`config.mk`:
```
export PLATFORM = sky130hd
export DESIGN_NAME = fd_issue_flat
export DESIGN_NICKNAME = d
export VERILOG_FILES = /design/src/rtl/pipe_pkg.sv /design/src/rtl/fd_issue_if.sv /design/src/rtl/ins_split.sv /design/src/rtl/fd_issue.sv /design/src/flat_wrapper.sv
export SDC_FILE = /design/constraint.sdc
export NUM_CORES = 1
export LEC_CHECK = 0
export ABC_AREA = 0
export BUFFER_PORTS_ARGS = -buffer_cell sky130_fd_sc_hd__clkbuf_2
export CAP_MARGIN = 20
export CORE_AREA = 2 2 115 117
export CTS_CLUSTER_SIZE = 24
export DETAILED_ROUTE_END_ITERATION = 10
export DIE_AREA = 0 0 117 119
export GPL_ROUTABILITY_DRIVEN = 0
export PLACE_DENSITY_LB_ADDON = 0.08
export SLEW_MARGIN = 0
export SYNTH_ARGS = -nofsm -noshare
export SYNTH_HDL_FRONTEND = slang
export SYNTH_SLANG_ARGS = --single-unit
```
`constraint.sdc`:
```
create_clock -name clk -period 1.8 [get_ports clk]
set_input_delay 0.36 -clock clk [delete_from_list [all_inputs] [get_ports clk]]
set_output_delay 0.36 -clock clk [all_outputs]
set_load 0.05 [all_outputs]
```
`src/rtl/pipe_pkg.sv`:
```
// Shared pipeline definitions: opcodes, de_reg stop codes, issue FSM states
// and the decoded-field bundle produced by ins_split.
package pipe_pkg;

  localparam logic [5:0] BUBBLE_OP = 6'd55;
  localparam logic [5:0] LOAD_OP   = 6'd16;
  localparam logic [5:0] HALT_OP   = 6'd63;

  localparam logic [1:0] STOP_RUN   = 2'b01;
  localparam logic [1:0] STOP_FLUSH = 2'b10;
  localparam logic [1:0] STOP_FIN   = 2'b00;

  typedef enum logic [1:0] {
    ST_RUN,
    ST_STALL,
    ST_FLUSH,
    ST_DONE
  } state_e;

  typedef struct packed {
    logic [5:0]  op;
    logic [4:0]  rs;
    logic [4:0]  rt;
    logic [4:0]  rd;
    logic [10:0] aux;
    logic [31:0] imm_dpl;
  } fields_t;

endpackage

```
`src/rtl/fd_issue_if.sv`:
```
// Fetch handshake, register-file read port and de_reg producer bundle.
// master = the issue stage, slave = its environment.
interface fd_issue_if;
  logic        if_valid;
  logic        if_ready;
  logic [31:0] if_ins;
  logic [31:0] if_pc;
  logic        redirect;
  logic [4:0]  rs_addr;
  logic [4:0]  rt_addr;
  logic [31:0] rs_data;
  logic [31:0] rt_data;
  logic [1:0]  stop_d;
  logic [31:0] pc_out;
  logic [5:0]  op_out;
  logic [4:0]  rt_out;
  logic [4:0]  rd_out;
  logic [10:0] aux_out;
  logic [31:0] imm_dpl_out;
  logic [31:0] os_out;
  logic [31:0] ot_out;

  modport master (
    input  if_valid, if_ins, if_pc, redirect, rs_data, rt_data,
    output if_ready, rs_addr, rt_addr, stop_d, pc_out, op_out, rt_out,
           rd_out, aux_out, imm_dpl_out, os_out, ot_out
  );

  modport slave (
    output if_valid, if_ins, if_pc, redirect, rs_data, rt_data,
    input  if_ready, rs_addr, rt_addr, stop_d, pc_out, op_out, rt_out,
           rd_out, aux_out, imm_dpl_out, os_out, ot_out
  );
endinterface

```
`src/rtl/ins_split.sv`:
```
// Combinational instruction field splitter with 16-bit displacement sign extension.
module ins_split
  import pipe_pkg::*;
(
  input  logic [31:0] ins,
  output fields_t     f
);

  assign f.op      = ins[31:26];
  assign f.rs      = ins[25:21];
  assign f.rt      = ins[20:16];
  assign f.rd      = ins[15:11];
  assign f.aux     = ins[10:0];
  assign f.imm_dpl = {{16{ins[15]}}, ins[15:0]};

endmodule

```
`src/rtl/fd_issue.sv`:
```
// Fetch-to-decode issue stage: latches the fetch word, reads the register file
// and owns all stop_d sequencing (load-use bubble, branch flush, halt).
module fd_issue #(
  parameter logic [5:0] BUBBLE_OP = pipe_pkg::BUBBLE_OP,
  parameter logic [5:0] LOAD_OP   = pipe_pkg::LOAD_OP,
  parameter logic [5:0] HALT_OP   = pipe_pkg::HALT_OP
) (
  input  logic       clk,
  input  logic       rstd,
  fd_issue_if.master bus
);
  import pipe_pkg::*;

  state_e      state_q, state_d;
  logic [31:0] ins_q, pc_q;
  logic        vld_q, prev_load_q;
  logic [4:0]  prev_rt_q;
  fields_t     f;

  logic        hazard, is_halt;
  logic        ready, issue, flush;
  logic [1:0]  stop;
  logic        accept;

  ins_split u_split (.ins(ins_q), .f(f));

  assign hazard  = vld_q & prev_load_q & ((prev_rt_q == f.rs) | (prev_rt_q == f.rt));
  assign is_halt = vld_q & (f.op == HALT_OP);
  // The word offered during a redirect cycle is on the wrong path and is dropped.
  assign accept  = bus.if_valid & ready & ~flush;

  // NOTE: sequential state uses non-blocking assignments so every register
  // samples pre-edge values regardless of process ordering.
  always_ff @(posedge clk) begin
    if (rstd) state_q <= ST_RUN;
    else      state_q <= state_d;
  end

  // NOTE: every always_comb output gets a default first so no path infers a latch.
  always_comb begin
    state_d = state_q;
    unique case (state_q)
      ST_RUN: begin
        if      (bus.redirect) state_d = ST_FLUSH;
        else if (hazard)       state_d = ST_STALL;
        else if (is_halt)      state_d = ST_DONE;
      end
      ST_STALL: begin
        if      (bus.redirect) state_d = ST_FLUSH;
        else if (is_halt)      state_d = ST_DONE;
        else                   state_d = ST_RUN;
      end
      ST_FLUSH: state_d = ST_RUN;
      ST_DONE:  state_d = ST_DONE;
      default:  state_d = ST_RUN;
    endcase
  end

  always_comb begin
    ready = 1'b1;
    stop  = STOP_RUN;
    issue = 1'b0;
    flush = 1'b0;
    unique case (state_q)
      ST_RUN, ST_STALL: begin
        if (bus.redirect) begin
          flush = 1'b1;
          stop  = STOP_FLUSH;
        end else if (state_q == ST_RUN && hazard) begin
          ready = 1'b0;
        end else if (is_halt) begin
          stop = STOP_FIN;
        end else begin
          issue = vld_q;
        end
      end
      ST_FLUSH: ;
      ST_DONE: begin
        ready = 1'b0;
        stop  = STOP_FIN;
      end
      default: ;
    endcase
  end

  // The latch only drops its word once consumed (issue, bubble, halt or flush);
  // a hazard deasserts ready and holds it for the stall cycle.
  always_ff @(posedge clk) begin
    if (rstd) begin
      ins_q       <= '0;
      pc_q        <= '0;
      vld_q       <= 1'b0;
      prev_load_q <= 1'b0;
      prev_rt_q   <= '0;
    end else begin
      if (accept) begin
        ins_q <= bus.if_ins;
        pc_q  <= bus.if_pc;
        vld_q <= 1'b1;
      end else if (ready) begin
        vld_q <= 1'b0;
      end
      if (issue) begin
        prev_load_q <= (f.op == LOAD_OP);
        prev_rt_q   <= f.rt;
      end else begin
        prev_load_q <= 1'b0;
      end
    end
  end

  assign bus.if_ready    = ready;
  assign bus.stop_d      = stop;
  assign bus.op_out      = issue ? f.op : BUBBLE_OP;
  assign bus.rs_addr     = f.rs;
  assign bus.rt_addr     = f.rt;
  assign bus.pc_out      = pc_q;
  assign bus.rt_out      = f.rt;
  assign bus.rd_out      = f.rd;
  assign bus.aux_out     = f.aux;
  assign bus.imm_dpl_out = f.imm_dpl;
  assign bus.os_out      = bus.rs_data;
  assign bus.ot_out      = bus.rt_data;

endmodule

```
`src/flat_wrapper.sv`:
```
// flat-port wrapper written by rule: the top's interface ports become plain ports
module fd_issue_flat import pipe_pkg::*;
#(
  parameter logic [5:0] BUBBLE_OP = pipe_pkg::BUBBLE_OP,
  parameter logic [5:0] LOAD_OP   = pipe_pkg::LOAD_OP,
  parameter logic [5:0] HALT_OP   = pipe_pkg::HALT_OP
)
  (clk, rstd, bus_if_valid, bus_if_ins, bus_if_pc, bus_redirect, bus_rs_data, bus_rt_data, bus_if_ready, bus_rs_addr, bus_rt_addr, bus_stop_d, bus_pc_out, bus_op_out, bus_rt_out, bus_rd_out, bus_aux_out, bus_imm_dpl_out, bus_os_out, bus_ot_out);
  fd_issue_if bus_i ();
  input  logic clk;
  input  logic rstd;
  input wire logic [$bits(bus_i.if_valid)-1:0] bus_if_valid;
  input wire logic [$bits(bus_i.if_ins)-1:0] bus_if_ins;
  input wire logic [$bits(bus_i.if_pc)-1:0] bus_if_pc;
  input wire logic [$bits(bus_i.redirect)-1:0] bus_redirect;
  input wire logic [$bits(bus_i.rs_data)-1:0] bus_rs_data;
  input wire logic [$bits(bus_i.rt_data)-1:0] bus_rt_data;
  output wire logic [$bits(bus_i.if_ready)-1:0] bus_if_ready;
  output wire logic [$bits(bus_i.rs_addr)-1:0] bus_rs_addr;
  output wire logic [$bits(bus_i.rt_addr)-1:0] bus_rt_addr;
  output wire logic [$bits(bus_i.stop_d)-1:0] bus_stop_d;
  output wire logic [$bits(bus_i.pc_out)-1:0] bus_pc_out;
  output wire logic [$bits(bus_i.op_out)-1:0] bus_op_out;
  output wire logic [$bits(bus_i.rt_out)-1:0] bus_rt_out;
  output wire logic [$bits(bus_i.rd_out)-1:0] bus_rd_out;
  output wire logic [$bits(bus_i.aux_out)-1:0] bus_aux_out;
  output wire logic [$bits(bus_i.imm_dpl_out)-1:0] bus_imm_dpl_out;
  output wire logic [$bits(bus_i.os_out)-1:0] bus_os_out;
  output wire logic [$bits(bus_i.ot_out)-1:0] bus_ot_out;
  assign bus_i.if_valid = bus_if_valid;
  assign bus_i.if_ins = bus_if_ins;
  assign bus_i.if_pc = bus_if_pc;
  assign bus_i.redirect = bus_redirect;
  assign bus_i.rs_data = bus_rs_data;
  assign bus_i.rt_data = bus_rt_data;
  assign bus_if_ready = bus_i.if_ready;
  assign bus_rs_addr = bus_i.rs_addr;
  assign bus_rt_addr = bus_i.rt_addr;
  assign bus_stop_d = bus_i.stop_d;
  assign bus_pc_out = bus_i.pc_out;
  assign bus_op_out = bus_i.op_out;
  assign bus_rt_out = bus_i.rt_out;
  assign bus_rd_out = bus_i.rd_out;
  assign bus_aux_out = bus_i.aux_out;
  assign bus_imm_dpl_out = bus_i.imm_dpl_out;
  assign bus_os_out = bus_i.os_out;
  assign bus_ot_out = bus_i.ot_out;
  fd_issue #(.BUBBLE_OP(BUBBLE_OP), .LOAD_OP(LOAD_OP), .HALT_OP(HALT_OP)) u_core (.clk(clk), .rstd(rstd), .bus(bus_i));
endmodule
```
==> flow_metrics.tcl <==
set metrics [dict create \
    r2r_cells 10 \
    fin_area_sq_um 5180 \
    syn_nets 608 \
    dp.cells 708 \
    tns_ns -12.21 \
    crit_path_end_kind "output port" \
    max_stage_delay_ns 0.32 \
    clk_latency_ns 0.34 \
    gr-total-overflow 0 \
    min_period_ns 2.21 \
    drive_gt1_share_pct 47.1 \
    fp.dieArea_sq_um 13900 \
    fin_cells 741 \
    clock_skew_ns 0.00924 \
    violations "setup timing" \
    rsz0062_at_grt "yes" \
    finalHoldViolations 0 \
    synth_seq_cells 73 \
    synth_top_area_share_pct 35.9 \
    drt_iter0_markers 100 \
    power.leakage_nw 2.50 \
    detailed_place.area_sq_um 4440 \
    hold_depth 3 \
    ios 300 \
    setup_ws_ns -0.414 \
    die_h_um 119 \
    antenna_found_initial 0 \
    path_max_fanout 7 \
    clockBufferDepth 2 \
    synth-edff-count 0 \
    synth_top_flop_cell "dfxtp_1" \
    holdCritPathClass "in2reg" \
    postSynthAreaPerCell_sq_um 8.56 \
    totalPowerFinal_mw 4.97 \
    drt_pre_antenna_iters 4 \
    post-route-period-util_pct 123 \
    ir_drop_uv 512 \
    grt_pass1_wl_um 15000 \
    drc 0 \
    detailed_place_hpwl_um 6770 \
    row_count 42 \
    fp.coreArea_sq_um 12900 \
    final_util_pct 40.2 \
    crit_path_start_kind "flop" \
    slew_headroom_pct 77.9 \
    path_cells "and3b_2 -> nand3_2 -> o22a_1 -> nand4b_1 -> buf_6 -> or2_4 -> buf_12" \
    netlist_instances 476 \
    setup_viol 76 \
    synth_area_leader_cell "dfxtp_1" \
    clk_pin_slew_ns 0.06 \
    via_count 3168 \
    synth_area_leaders "dfxtp_1 36%, buf_4 24%, mux2i_1 17%, nand2_1 13%, xnor2_1 2.1%" \
    layout.nets 692 \
    grt_pass1_vias 2992 \
    yosysWarnings 0 \
    start_util_pct 31.6 \
    wirelength_um 10300 \
    viasPerCell 4.28 \
    ant_nets 0 \
    path_class "reg2out" \
    fillerInstances 1316 \
    max_freq_ghz 0.452 \
    synth.cells.most_frequent "137 x nand2_1, 128 x buf_4, 73 x dfxtp_1" \
    htree_num_levels 3 \
    drv_slew 0 \
    root_buffer "clkbuf_16" \
    antenna_cells 0 \
    synth_cell_types 30 \
    wl_per_cell_um 13.9 \
    arrival_ns 1.85 \
    areaGrowthSynthToFinish_pct 27.1 \
    portBuffers 171 \
    cp.required_ns 1.44 \
    die_w_um 117 \
    async_flop_share_pct 0 \
    cts_sinks 73 \
    cts_buffers 9 \
    cpMaxStageDelayCell "dfxtp_2" \
    tightestPinTransition_ns 0.332 \
    powerDensity_nw_per_um2 959 \
    synth.most_common_cell "nand2_1" \
    track_usage_pct 14.0 \
    seq_area_frac_synth_pct 35.9 \
    grt_start_max_net_pins 47 \
    cts_tree "built" \
    status "finished with violations" \
    syn_area_sq_um 4070 \
    cap_violations 0 \
]
## state kept, by name (all words and copies together) (netlist names)
name / count
u_core.bus.pc_out: 32
u_core.prev_rt_q: 5
u_core.ins_q: 32
u_core.prev_load_q: 1
u_core.vld_q: 1
u_core.state_q: 2
## worst paths after layout
kind | start | end | slack [ns]
worst max-delay path | u_core.state_q[0] | bus_op_out[4] | -0.41
worst min-delay path | bus_if_pc[25] | u_core.bus.pc_out[25] | 0.24
worst max register to register | u_core.state_q[0] | u_core.ins_q[17] | -0.22
worst min register to register | u_core.bus.pc_out[3] | u_core.bus.pc_out[3] | 0.46
## through the flow
stage                     hold slack [ns]  setup WS [ns]
after floorplan                     0.432         -0.113
after global placement              0.442         -0.126
after detailed placement            0.448         -0.134
after CTS                           0.228         -0.403
after global routing                0.241         -0.493
final                               0.242         -0.414
## cells by family after synthesis
kind of cell | share of synthesized area, %
mux | 17.0
simple gates | 16.1
compound gates | 1.90
flops | 35.9
xor+xnor | 2.15
buf+inv | 27.1
## metal layers
layer / share of wire (%) / global-route usage [%] / vias up / routed length, um
li1: - / - / 1572 / -
met2: 46 / 22.4 / 152 / 4780
met3: 8.3 / 6.06 / 24 / 850
met1: 43 / 16.5 / 1420 / 4450
met4: 2.0 / 5.44 / 0 / 206
met5: 0 / 0 / - / 0
## cell usage in the layout (no fill, tap or decap), drive strengths merged, types with 2 or more instances in the layout
cell / synthesis / final
buf: 135 / 55
clkinvlp: 0 / 3
dfxtp: 73 / 73
mux2i: 69 / 69
nand3: 6 / 6
xnor2: 10 / 10
a21oi: 3 / 3
bufinv: 0 / 2
nor2: 4 / 4
nand2: 137 / 137
inv: 3 / 3
nand4: 3 / 3
clkbuf: 15 / 178
or2: 5 / 5
## cell type report
| type | instances | area, sq um | share of cell area, % |
|---|---|---|---|
| clock buffers | 10 | 239 | 4.61 |
| inverters | 3 | 13.8 | 0.266 |
| well taps | 176 | 220 | 4.25 |
| clock inverters | 6 | 91.3 | 1.76 |
| flip-flops and latches | 73 | 1470 | 28.4 |
| repair buffers | 223 | 1550 | 29.9 |
| multi-input cells | 250 | 1590 | 30.8 |
## worst max-delay path, delay by kind of cell, from the launching register on
family          cells  cell delay (ns)
flops               1             0.32
buf+inv             2             0.31
compound gates      1             0.19
simple gates        4             0.69
## what timing repair did
item,4_1_cts,5_1_grt
hold buffers,0,0
cloned,2,5
setup endpoints to repair,9,96
pin swaps,8,6
resized for setup,34,24
setup buffers,9,5
## power breakdown
group	switching (mW)	leakage, nW	internal [mW]	total (mW)
Sequential	0.0624	0.602	1.71	1.77
Clock	0.738	0.151	1.25	1.99
Combinational	0.795	1.75	0.409	1.20
No activity file was read; power rests on OpenSTA's default activity.
